[src/rtl/sevseg_reader.sv]
// Samples a multiplexed two-digit, active-low seven-segment bus. It debounces each digit,
// decodes it to hex and publishes {digit0, digit1} frames through a valid/ack handshake.
module sevseg_reader #(
  parameter int unsigned STABLE_CYCLES = 4
) (
  input  logic       clk,
  input  logic       reset,
  input  logic [6:0] seg,
  input  logic [1:0] an,
  input  logic       ack,
  output logic [3:0] hex0,
  output logic [3:0] hex1,
  output logic       valid,
  output logic       err,
  output logic       overrun
);

  typedef enum logic {
    WAIT0,
    WAIT1
  } state_t;

  localparam logic [3:0] LP_STABLE    = 4'(STABLE_CYCLES);
  localparam logic [3:0] LP_STABLE_M1 = 4'(STABLE_CYCLES - 1);

  state_t     r_state;
  state_t     w_state_nxt;
  logic [6:0] r_seg;
  logic [6:0] r_seg_prev;
  logic [1:0] r_an;
  logic [1:0] r_an_prev;
  logic [3:0] r_cnt;
  logic [3:0] r_pend0;
  logic [3:0] r_pend1;
  logic       r_ferr;
  logic       r_done;
  logic [3:0] r_hex0;
  logic [3:0] r_hex1;
  logic       r_valid;
  logic       r_err;
  logic       r_overrun;

  logic       w_same;
  logic       w_event;
  logic [3:0] w_digit;
  logic       w_bad;
  logic       w_cap0;
  logic       w_cap1;
  logic       w_set_err;
  logic       w_complete;

  assign w_same  = ({r_an, r_seg} == {r_an_prev, r_seg_prev});
  // Fires only on the single edge where the saturating counter steps up to STABLE_CYCLES.
  assign w_event = w_same && (r_cnt == LP_STABLE_M1);

  always_ff @(posedge clk or posedge reset) begin
    if (reset) begin
      r_seg      <= 7'h7F;
      r_seg_prev <= 7'h7F;
      r_an       <= 2'b11;
      r_an_prev  <= 2'b11;
      r_cnt      <= '0;
    end else begin
      r_seg      <= seg;
      r_an       <= an;
      r_seg_prev <= r_seg;
      r_an_prev  <= r_an;
      if (!w_same)
        r_cnt <= 4'd1;
      else if (r_cnt != LP_STABLE)
        r_cnt <= r_cnt + 4'd1;
    end
  end

  always_comb begin
    w_bad = 1'b0;
    unique case (r_seg)
      7'h40: w_digit = 4'h0;
      7'h79: w_digit = 4'h1;
      7'h24: w_digit = 4'h2;
      7'h30: w_digit = 4'h3;
      7'h19: w_digit = 4'h4;
      7'h12: w_digit = 4'h5;
      7'h02: w_digit = 4'h6;
      7'h78: w_digit = 4'h7;
      7'h00: w_digit = 4'h8;
      7'h10: w_digit = 4'h9;
      7'h08: w_digit = 4'hA;
      7'h03: w_digit = 4'hB;
      7'h46: w_digit = 4'hC;
      7'h21: w_digit = 4'hD;
      7'h06: w_digit = 4'hE;
      7'h0E: w_digit = 4'hF;
      default: begin
        w_digit = 4'h0;
        w_bad   = 1'b1;
      end
    endcase
  end

  always_ff @(posedge clk or posedge reset) begin
    if (reset) r_state <= WAIT0;
    else       r_state <= w_state_nxt;
  end

  always_comb begin
    w_state_nxt = r_state;
    w_cap0      = 1'b0;
    w_cap1      = 1'b0;
    w_set_err   = 1'b0;
    w_complete  = 1'b0;
    if (w_event) begin
      unique case (r_an)
        2'b10: begin
          w_cap0      = 1'b1;
          w_set_err   = w_bad;
          w_state_nxt = WAIT1;
        end
        2'b01: begin
          if (r_state == WAIT1) begin
            w_cap1      = 1'b1;
            w_set_err   = w_bad;
            w_complete  = 1'b1;
            w_state_nxt = WAIT0;
          end
        end
        2'b00: begin
          w_set_err   = 1'b1;
          w_state_nxt = WAIT0;
        end
        default: ;
      endcase
    end
  end

  always_ff @(posedge clk or posedge reset) begin
    if (reset) begin
      r_pend0   <= '0;
      r_pend1   <= '0;
      r_ferr    <= 1'b0;
      r_done    <= 1'b0;
      r_hex0    <= '0;
      r_hex1    <= '0;
      r_valid   <= 1'b0;
      r_err     <= 1'b0;
      r_overrun <= 1'b0;
    end else begin
      if (w_cap0) r_pend0 <= w_digit;
      if (w_cap1) r_pend1 <= w_digit;
      // The error flag is cleared by publication, but an error from this same edge must still be kept.
      r_ferr <= (r_done ? 1'b0 : r_ferr) | w_set_err;
      r_done <= w_complete;
      if (r_done) begin
        r_hex0  <= r_pend0;
        r_hex1  <= r_pend1;
        r_err   <= r_ferr;
        r_valid <= 1'b1;
        if (r_valid && !ack) r_overrun <= 1'b1;
      end else if (ack) begin
        r_valid <= 1'b0;
      end
    end
  end

  assign hex0    = r_hex0;
  assign hex1    = r_hex1;
  assign valid   = r_valid;
  assign err     = r_err;
  assign overrun = r_overrun;

endmodule

[config.mk]
export PLATFORM = sky130hd
export DESIGN_NAME = sevseg_reader
export DESIGN_NICKNAME = d
export VERILOG_FILES = /design/src/rtl/sevseg_reader.sv
export SDC_FILE = /design/constraint.sdc
export NUM_CORES = 1
export LEC_CHECK = 0
export CAP_MARGIN = 20
export CORE_UTILIZATION = 40
export CTS_BUF_LIST = sky130_fd_sc_hd__clkbuf_8
export DETAILED_ROUTE_END_ITERATION = 10
export GPL_TIMING_DRIVEN = 0
export HOLD_SLACK_MARGIN = 0.1
export SLEW_MARGIN = 25
export SYNTH_ARGS = -nofsm -noshare
export SYNTH_HDL_FRONTEND = slang
export SYNTH_SLANG_ARGS = --single-unit
[constraint.sdc]
create_clock -name clk -period 3.87 [get_ports clk]
set_input_delay 0.774 -clock clk [delete_from_list [all_inputs] [get_ports clk]]
set_output_delay 0.774 -clock clk [all_outputs]
set_load 0.02 [all_outputs]
======== Word-level counts from Yosys, hierarchy flattened ========
Index checks and enable logic that the tools add are counted.
cells by class
  add/sub/neg operators ................... 1
  eq/ne operators ......................... 21
  muxes and demuxes ....................... 16
  bitwise operators ....................... 1
  reduce and logical (&&, ||, !) cells .... 11
operators with widths
  operator                                             number
  one-hot mux 4 bit (15 select lines)                  1
  equality test 7 bit, second input constant           4
  equality test 7 x 5 -> 1 bit, second input constant  3
  equality test 7 x 6 -> 1 bit, second input constant  3
  OR reduction 16 bit                                  1
  equality test 7 x 2 -> 1 bit, second input constant  2
  equality test 7 x 4 -> 1 bit, second input constant  2
  2-to-1 mux 1 bit                                     11
  equality test 9 bit                                  1
  2-to-1 mux 4 bit                                     2
  equality test 7 x 3 -> 1 bit, second input constant  1
  zero test 7 bit                                      1
  adder 4 x 1 -> 4 bit, second input constant          1
  equality test 4 x 2 -> 1 bit, second input constant  1
  != test 4 x 3 -> 1 bit, second input constant        1
  AND reduction 2 bit                                  2
  nonzero test 2 bit                                   2
  one-hot mux 1 bit (3 select lines)                   1
  equality test 2 x 1 -> 1 bit, second input constant  1
  equality test 2 bit, second input constant           1
  logical AND 1 bit                                    2
  zero test 2 bit                                      1
  != test 2 x 1 -> 1 bit, second input constant        1
  one-hot mux 1 bit (2 select lines)                   1
  3 further kinds                                      3
storage, ports and cells
  bits in registers ....................... 44
  input bits .............................. 12
  word-level logic and storage cells ...... 65

======== Depth between registers and ports, before layout ========
Gate-level depths: netlist (run 1).
  depth in word-level cells ............... 7
  mapped depth ............................ 6
  depth with buffers taken out ............ 6

======== Least setup slack after synthesis (run 1) ========
No wires, ideal clock.
  path kind ............................... reg-to-reg
  start ................................... register r_seg[4]
  end ..................................... register r_pend1[1]
  library setup time ...................... 0.125 ns
  arrival ................................. 1.955 ns
  required time ........................... 3.745 ns
  path slack .............................. 1.790 ns
  cell stages (with the launch flop) ...... 7
  clock period less this slack ............ 2.080 ns
  path through ............................ dfstp_2 > clkbuf_1 > xor2_1 > nor4_4 > nand3_2 > nor4b_4 > mux2_2
on the way
  word-level cells in the longest chain between the ends .. 3
  elaborated cells on any way between the ends .. 19
  those cells by class .................... 15 x eq/ne; 2 x mux; 2 x reduce/logical
ends and longest elaborated chain
  item                    line  source
  from (decl)             28    logic [6:0] r_seg;
  from (signal assigned)  64    r_seg <= seg;
  equality test 9 bit     52    assign w_same = ({r_an, r_seg} == {r_an_prev, r_seg_prev});
  logical AND 1 bit       54    assign w_event = w_same && (r_cnt == LP_STABLE_M1);
  2-to-1 mux 1 bit        112   if (w_event) begin
  net w_cap1              48    logic w_cap1;
  to (signal assigned)    149   if (w_cap1) r_pend1 <= w_digit;
  to (decl)               34    logic [3:0] r_pend1;
The timed path passes the listed nets, and every way through them passes these cells.
A chain may end at the register's enable or synchronous reset.

======== Worst setup path in the final report (run 1) ========
Same ends and word-level chain as after synthesis.

==> results of run 1 <==
final cells by class:
class                   count  area (sq um)
well taps                  67          83.8
flip-flops and latches     44          1120
fillers                   418          2320
repair buffers             23           248
clock inverters             3          42.5
clock buffers               5          68.8
multi-input cells          97           768
plain buffers               8          37.5
inverters                   7          26.3
registers in the layout, indices dropped and copies added (netlist names):
register    flops
r_seg           7
r_an_prev       2
r_pend1         4
err             1
r_pend0         4
hex0            4
valid           1
r_cnt           4
r_done          1
hex1            4
overrun         1
r_seg_prev      7
r_ferr          1
r_an            2
r_state         1
through the flow:
stage          util, %  total power [uW]  area [sq um]
2_1_floorplan        -               531          1960
3_3_place_gp      47.8               552          2260
3_5_place_dp      48.4               558          2290
4_1_cts           50.8               905          2400
5_1_grt           50.8               938          2400
6_report          50.8               894          2400
metal layers:
metal	vias up	part of all wire (%)	GRT usage [%]
li1	614	-	-
met1	632	43	21.1
met2	19	52	27.8
met3	5	3.3	4.17
met4	0	1.3	5.88
met5	-	0	0
critical path, cell delays in order (launching register included):
cell and delay [ps]:
dfstp_2 540, clkbuf_1 350, xor2_1 180, nor4_4 210
nand3_2 170, nor4b_4 430, mux2_2 380
report_power, final:
group,switching [uW],internal [uW],total [uW],leakage (uW)
Combinational,35.8,27.3,63.1,0.000433
Clock,154,191,345,0.0000541
Sequential,8.52,477,486,0.000548
worst paths after layout:
kind	cells past startpoint	to	slack [ps]	startpoint
hold reg to reg	0	r_seg_prev[4]	370	r_seg[4]
max in group asynchronous	3	r_seg[0]	2500	reset
setup reg to reg	6	r_pend1[1]	1490	r_seg[4]
setup / recovery	6	r_pend1[1]	1490	r_seg[4]
min in group asynchronous	2	overrun	810	reset
hold / removal	0	r_seg_prev[4]	370	r_seg[4]
cell usage in the layout (no fill, tap or decap), drive strengths merged, types with 2 or more instances in the layout:
| master | count |
|---|---|
| inv | 7 |
| clkbuf | 11 |
| mux2 | 17 |
| buf | 3 |
| o2111ai | 2 |
| nor4b | 3 |
| dfstp | 18 |
| clkdlybuf4s50 | 22 |
| nor2 | 10 |
| nand2 | 6 |
| nand3 | 5 |
| ha | 2 |
| nand2b | 2 |
| a21oi | 2 |
| o31ai | 2 |
| dfrtp | 26 |
| nor3 | 5 |
| nor3b | 2 |
| o21ai | 5 |
| nand4 | 4 |
| xor2 | 10 |
logic make-up (layout without fill, tap and decap cells):
logic type | after synthesis | in the layout | synth area share, %
flops | 44 | 44 | 57.5
simple gates | 45 | 45 | 14.9
mux | 18 | 18 | 10.3
fa+ha+maj | 2 | 2 | 1.28
buf+inv | 15 | 46 | 3.26
compound gates | 21 | 21 | 7.87
xor+xnor | 11 | 11 | 4.93
==> impl_results.md, run 1 <==
- Status: complete, no violations
- Syn Nets: 170
- Rel. slew slack: 62.3%
- Post-synth top area share: 33.3%
- # diodes: 0
- Critical path class: reg2reg
- Hold WS: 370 ps
- GR Util All Layers: 16.6%
- Post-synthesis async set-or-reset flop share: 100%
- Warnings, synthesis: 0
- H-tree levels: 2
- Cell variety after synth: 46
- Clock Path Buffers: 2
- Number of global-route vias before repair: 1384
- Pre-CTS setup slack: 1500 ps
- RSZ-0062 raised after global routing: no
- Crit path launch type: register
- First-pass GRT wire length: 6.57 mm
- # nets final: 200
- Die area: 5170 sq um
- Worst Slack Setup Final: 1490 ps
- Grt ovf: 0
- DRC Markers: 0
- Post-DP HPWL: 2.65 mm
- Max Slew Vio Count: 0
- Worst Max-Slew Pin Slew: 566 ps
- Initial core utilization: 41.4%
- Leakage: 0.00103 uW
- Post CTS Setup Buffer Count: 0
- Post-DRT Antenna Nets: 0
- Mapped Avg Cell Area: 12.5 sq um
- CTS buffer count: 5
- Core Box Area: 4720 sq um
- Die width: 71.9 microns
- # hold bufs at CTS: 0
- Skew-Pair Late Insertion Delay: 300 ps
- CTS tree: built
- Crit end category: register
- Layout cells sized above 1: 25.7%
- Maximum vdd drop: 214 uV
- PortBufs: 22
- Leading area contributor after synthesis: dfrtp_1
- First DRT Iteration DRCs: 74
- Max-cap violations: 0
- DIE HEIGHT: 71.9 microns
- Post-synth top cells: dfrtp_1, dfstp_2, mux2_2, xor2_1, nor2_1
- Hold Crit Class: reg2reg
- Synth top area cells: dfrtp_1, dfstp_2, mux2_2
- Post-layout min period: 2380 ps
- Vias: 1270
- PwrDens: 373 nW/um^2
- Row cnt: 25
- Post-synthesis cell count: 156
- Clk pin slew, worst setup/hold paths: 80 ps
- Largest net degree at the start of global routing: 24
- Post-Layout Cell Count: 254
- Number of flops mapped to enable cells by yosys: 0
- Prevailing post-synth register cell: dfrtp_1
- TritonRoute pass-1 iters: 5
- Post-CTS Resized: 0
- Seq/Total Area, Yosys: 57.5%
- Vias/cell: 5.00
- CTS Sinks: 44
- Initial antenna violation count: 0
- Final Skew: 7.55 ps
- Gpl congestion: 0.838
- WL final: 3.58 mm
- Synth Register Bits: 44
- CP max FO: 10
- Final Hold Fails: 0
- # placed instances: 246
- Req. time, crit path: 4050 ps
- Most common cell in the netlist: dfrtp_1
- Number of I/O pins: 23
- Final setup fails: 0
- F_max: 421 MHz
- Arr. time, crit path: 2560 ps
- Area Growth Syn to Fin: 22.6%
- DR WL/cell: 14.1 microns
- Cell area after synthesis: 1960 sq um
- Clk root buf: clkbuf_8
- Setup TNS: 0 ps
- Share of the cycle needed by the critical path after routing: 61.4%
(Power assumes the default switching activity.)
==> inputs of run 2 (changes only) <==
- clock period: 3.87 -> 2.3 ns (I/O delays scaled with it)
==> run 2 against run 1 <==
- non-clock buffer count is 3 higher
- core utilization grew 0.69 points
- fmax is 11% higher
- power up 69%
- largest power group unchanged
==> impl_results.md, run 2 (synthesized netlist as in run 1, its figures left out) <==
- Maximum vdd drop: 361 uV (+68%)
- Skew-Pair Late Insertion Delay: 300 ps (about the same)
- GR Util All Layers: 16.6% (unchanged)
- Final core utilization: 51.5% (+0.69 points)
- GR peak layer: met2
- # diodes: 0 (unchanged)
- Req. time, crit path: 2480 ps (-1570 ps)
- Flop2flop setup slack: 160 ps (-1340 ps)
- Gpl congestion: 0.838 (unchanged)
- Die area: 5170 sq um (unchanged)
- Area Growth Syn to Fin: 24.3%
- DRC Markers: 0 (unchanged)
- PortBufs: 22 (unchanged)
- Clk root buf: clkbuf_8
- RSZ-0062 raised after global routing: no
- # hold bufs at CTS: 0 (unchanged)
- Final Skew: 7.75 ps (+0.197 ps)
- Rel. slew slack: 62.3% (about the same)
- Core Box Area: 4720 sq um (unchanged)
- Leakage: 0.00106 uW (+2.0%)
- Max Slew Vio Count: 0 (unchanged)
- CTS Sinks: 44 (unchanged)
- Row cnt: 25 (unchanged)
- Clock Path Buffers: 2 (unchanged)
- Hold Crit Class: reg2reg
- Switching share of power: 22.3% (+0.060 points)
- Post-layout min period: 2140 ps (-232 ps)
- Final setup fails: 0 (unchanged)
- H-tree levels: 2 (unchanged)
- Reg2reg end: r_pend1[1]
- First-pass GRT wire length: 6.58 mm (+0.11%)
- Status: complete, no violations
- Clk pin slew, worst setup/hold paths: 80 ps (about the same)
- PwrDens: 621 nW/um^2 (+67%)
- Grt ovf: 0 (unchanged)
- TritonRoute pass-1 iters: 4 (-1)
- F_max: 466 MHz (+11%)
- # nets final: 203 (+1.5%)
- Worst Max-Slew Pin Slew: 565 ps (-0.766 ps)
- Worst Setup EP: r_pend1[1]
- Largest registers: r_seg x7, r_seg_prev x7
- Crit end category: register
- Most common cell after layout, fill and taps aside: dfrtp_1
- Met3 Resource Use GR: 4.17% (unchanged)
- Number of global-route vias before repair: 1380 (-0.29%)
- Final Hold Fails: 0 (unchanged)
- Critical path class: reg2reg
- DIE HEIGHT: 71.9 microns (unchanged)
- DR WL/cell: 14.1 microns (+0.16%)
- CTS buffer count: 5 (unchanged)
- Clk pwr share: 38.5% (about the same)
- Initial core utilization: 41.4% (unchanged)
- WL final: 3.63 mm (+1.3%)
- Arr. time, crit path: 2330 ps (-230 ps)
- Layout cells sized above 1: 27.9% (+2.2 points)
- Worst Slack Setup Final: 156 ps (-1340 ps)
- Crit path launch type: register
- CP max FO: 5 (-5)
- Share of the cycle needed by the critical path after routing: 93.2% (+32 points)
- Met2 Use GR: 27.7% (-0.10 points)
- Vias/cell: 5.03 (+0.54%)
- R2R Path Start: r_seg[6]
- P_int: 1170 uW (+69%)
- Post-DP HPWL: 2.65 mm (unchanged)
- Combinational group share of total power: 7.4% (+0.3 points)
- Switch Pwr: 337 uW (+69%)
- Post-DRT Antenna Nets: 0 (unchanged)
- CP Launch Point: r_seg[6]
- Vias: 1292 (+1.7%)
- Largest net degree at the start of global routing: 24 (unchanged)
- Initial antenna violation count: 0 (unchanged)
- Die width: 71.9 microns (unchanged)
- Number of I/O pins: 23 (unchanged)
- Hold WS: 385 ps (+15.1 ps)
- Post-Layout Cell Count: 257 (+1.2%)
- First DRT Iteration DRCs: 77 (+4.1%)
- Met1 global-route usage: 21.2% (+0.092 points)
- Cell depth of the worst flop-to-flop path: 6 (unchanged)
- CTS tree: built
- Sequential share of power: 54.1% (-0.2 points)
- # placed instances: 246 (unchanged)
- Commonest non-fill, non-tap cells in the layout: dfrtp_1, clkdlybuf4s50_1, dfstp_2, mux2_2, xor2_1
- Pre-CTS setup slack: -71.8 ps (-1570 ps)
- Max-cap violations: 0 (unchanged)
run 2: worst max-delay path: stages (launching register included):
cell	delay [ps]
dfstp_2	560
xor2_1	70
nor3_1	380
nand3_2	210
nor4b_4	290
buf_4	190
mux2_2	330
run 2: final cells by class:
| type | count | area, sq um |
|---|---|---|
| clock inverter | 3 | 42.5 |
| clock buffer | 5 | 68.8 |
| sequential | 44 | 1120 |
| tap | 67 | 83.8 |
| fill | 416 | 2290 |
| inverter | 7 | 26.3 |
| multi-input combinational | 97 | 774 |
| buffer | 7 | 33.8 |
| timing repair buffer | 27 | 278 |
run 2: worst min path at each step:
| stage | startpoint | end | slack [ps] | cells after the start |
|---|---|---|---|---|
| after floorplan | r_seg[4] | r_seg_prev[4] | 350 | 0 |
| after global placement | r_seg[4] | r_seg_prev[4] | 360 | 0 |
| after detailed placement | r_seg[4] | r_seg_prev[4] | 360 | 0 |
| after CTS | r_seg[2] | r_seg_prev[2] | 390 | 0 |
| after global routing | r_seg[5] | r_seg_prev[5] | 390 | 0 |
| final | r_seg[2] | r_seg_prev[2] | 380 | 0 |
run 2: layer usage:
layer	vias up	routed length, microns
met3	5	131
li1	622	-
met4	0	46
met5	-	0
met2	28	1910
met1	637	1550
run 2: repair_timing:
action                                  in CTS  in global routing
gates resized for setup                      0                  2
setup buffers                                0                  4
pin swaps                                    0                  2
endpoints found under the setup margin       8                  8
run 2: per-stage QoR:
stage	TNS (ps)	total power, uW	cell area, sq um
after floorplan	0	893	1960
after global placement	-325	928	2260
after detailed placement	-399	938	2290
after CTS	0	1520	2390
after global routing	0	1580	2430
final	0	1510	2430
run 2: power groups by stage:
stage	Sequential, uW	Combinational [uW]	Clock (uW)
2_1_floorplan	827	65.8	0
3_3_place_gp	830	97.6	0
3_5_place_dp	832	107	0
4_1_cts	820	105	598
5_1_grt	820	124	639
6_report	816	111	582
==> inputs of run 3 (changes only) <==
- CAP_MARGIN: 20 -> default
- GPL_TIMING_DRIVEN: 0 -> default
- PLACE_DENSITY: default -> 0.65
==> run 3 against run 2 <==
- the flow now finishes with violations (DRC)
- first-iteration DRC count grew 13%
- clock power shrank 12%
- core utilization shrank 1.8 points
- power shrank 5.4%
- critical path depth shrank 1
- worst setup slack lost 21 ps
- largest cell class unchanged
==> impl_results.md, run 3 (synthesized netlist as in run 1, its figures left out) <==
- RSZ-0062 raised after global routing: no
- Die area: 5170 sq um (unchanged)
- Most common cell after layout, fill and taps aside: dfrtp_1
- WL final: 3.57 mm (-1.6%)
- Crit end category: register
- Worst path max stage delay: 650 ps (+90 ps)
- Leakage: 0.00101 uW (-4.1%)
- Max Slew Vio Count: 0 (unchanged)
- Vias/cell: 5.20 (+3.5%)
- Req. time, crit path: 2490 ps (about the same)
- Area Growth Syn to Fin: 20.0%
- Largest registers: r_seg x7, r_seg_prev x7
- Max-cap violations: 0 (unchanged)
- Post-layout min period: 2170 ps (+21.3 ps)
- Core Box Area: 4720 sq um (unchanged)
- Vias: 1290 (-0.15%)
- First-pass GRT wire length: 5.95 mm (-9.6%)
- First DRT Iteration DRCs: 87 (+13%)
- Row cnt: 25 (unchanged)
- Critical path class: reg2reg
- Die width: 71.9 microns (unchanged)
- Post-DRT Antenna Nets: 0 (unchanged)
- Arr. time, crit path: 2350 ps (+20 ps)
- CP max stage cell: dfstp_2
- Delay-heaviest family, CP: simple AND/OR/NAND/NOR gates
- Number of global-route vias before repair: 1226 (-11%)
- Share of the cycle needed by the critical path after routing: 94.2% (+0.92 points)
- Worst Max-Slew Pin Slew: 520 ps (-44.9 ps)
- Clock Path Buffers: 2 (unchanged)
- CP max FO: 11 (+6)
- DRC Markers: 3 (+3)
- DR WL/cell: 14.4 microns (+2.0%)
- Final Hold Fails: 0 (unchanged)
- Largest net degree at the start of global routing: 45 (+88%)
- Commonest non-fill, non-tap cells in the layout: dfrtp_1, clkdlybuf4s50_1, dfstp_2, mux2_2, xor2_1
- Met2 Use GR: 24.7% (-2.9 points)
- Area of the multi-input gates: 773 sq um (-0.16%)
- PortBufs: 22 (unchanged)
- Clk pin slew, worst setup/hold paths: 90 ps (about the same)
- Met3 Resource Use GR: 3.75% (-0.42 points)
- TritonRoute pass-1 iters: 7 (+3)
- Maximum vdd drop: 272 uV (-25%)
- # hold bufs at CTS: 0 (unchanged)
- Skew-Pair Late Insertion Delay: 300 ps (about the same)
- Post-DP HPWL: 2.48 mm (-6.4%)
- PwrDens: 609 nW/um^2 (-2.0%)
- # diodes: 0 (unchanged)
- Final setup fails: 0 (unchanged)
- Register area: 1120 sq um (unchanged)
- Initial core utilization: 41.4% (unchanged)
- Setup TNS: 0 ps (unchanged)
- Final core utilization: 49.7% (-1.8 points)
- Layout cells sized above 1: 27.1% (-0.82 points)
- Grt ovf: 0 (unchanged)
- Buf/Inv on CP: 0 (-1)
- Crit path launch type: register
- DIE HEIGHT: 71.9 microns (unchanged)
- Met1 global-route usage: 19.8% (-1.4 points)
- CTS buffer count: 5 (unchanged)
- Clk root buf: clkbuf_8
- Hold Crit Class: reg2reg
- Final Cell Area: 2350 sq um (-3.4%)
- Number of I/O pins: 23 (unchanged)
- Final Skew: 11.3 ps (+3.57 ps)
- F_max: 462 MHz (-0.98%)
- Status: finished with violations
- Worst path cell trace: xor2_1 -> nor4_4 -> nand3_2 -> nor4b_4 -> mux2_2
- Rel. slew slack: 64.9% (+2.6 points)
- Initial antenna violation count: 0 (unchanged)
- Gpl congestion: 0.924 (+10%)
- CTS Sinks: 44 (unchanged)
- # nets final: 194 (-4.4%)
- Placed cell areas: 2240 sq um (-1.9%)
- H-tree levels: 2 (unchanged)
- CTS tree: built
- Fill count: 399 (-4.1%)
- Failing checks: DRC
- GR peak layer: met2
- GR Util All Layers: 15.2% (-1.4 points)
-- run 3: power breakdown --
| group | leakage [uW] | internal (uW) | total [uW] | switching (uW) |
|---|---|---|---|---|
| sequential | 0.000548 | 803 | 830 | 26.8 |
| combinational | 0.000422 | 40.1 | 86.8 | 46.6 |
| clock | 0.0000434 | 243 | 512 | 269 |
-- run 3: routing by layer --
metal | routed length, microns | up-vias
li1 | - | 602
met1 | 1580 | 643
met2 | 1800 | 33
met3 | 117 | 12
met4 | 70 | 0
met5 | 0 | -
-- run 3: path summary, 6_finish.rpt --
check | to | slack (ps) | from | cells after the start
max reg2reg | r_pend1[1] | 130 | r_seg[5] | 5
min | r_an_prev[0] | 410 | r_an[0] | 0
min in group asynchronous | r_cnt[1] | 590 | reset | 3
max | r_pend1[1] | 130 | r_seg[5] | 5
max in group asynchronous | r_seg[6] | 1320 | reset | 3
min reg2reg | r_an_prev[0] | 410 | r_an[0] | 0
-- run 3: area by class of cell --
cell class	instances	area share, %
flip-flops and latches	44	47.9
clock inverters	2	0.640
clock buffers	6	3.52
well taps	67	3.57
inverters	7	1.12
multi-input cells	97	32.9
repair buffers	25	10.3
-- run 3: repair_timing --
item | CTS | global route
endpoints found under the hold margin | 0 | 0
gates resized for setup | 0 | 1
setup buffers | 0 | 0
setup endpoints to repair | 0 | 4
-- run 3: through the flow --
| stage | instances | total power (uW) | worst slack (ps) | hold slack, ps |
|---|---|---|---|---|
| finish | 248 | 1430 | 134 | 411 |
| global route | 248 | 1500 | 12.1 | 417 |
| CTS | 248 | 1440 | 61.2 | 408 |
| detailed placement | 240 | 930 | 65.5 | 395 |
| global placement | 240 | 925 | 174 | 394 |
| floorplan | 156 | 893 | 220 | 353 |
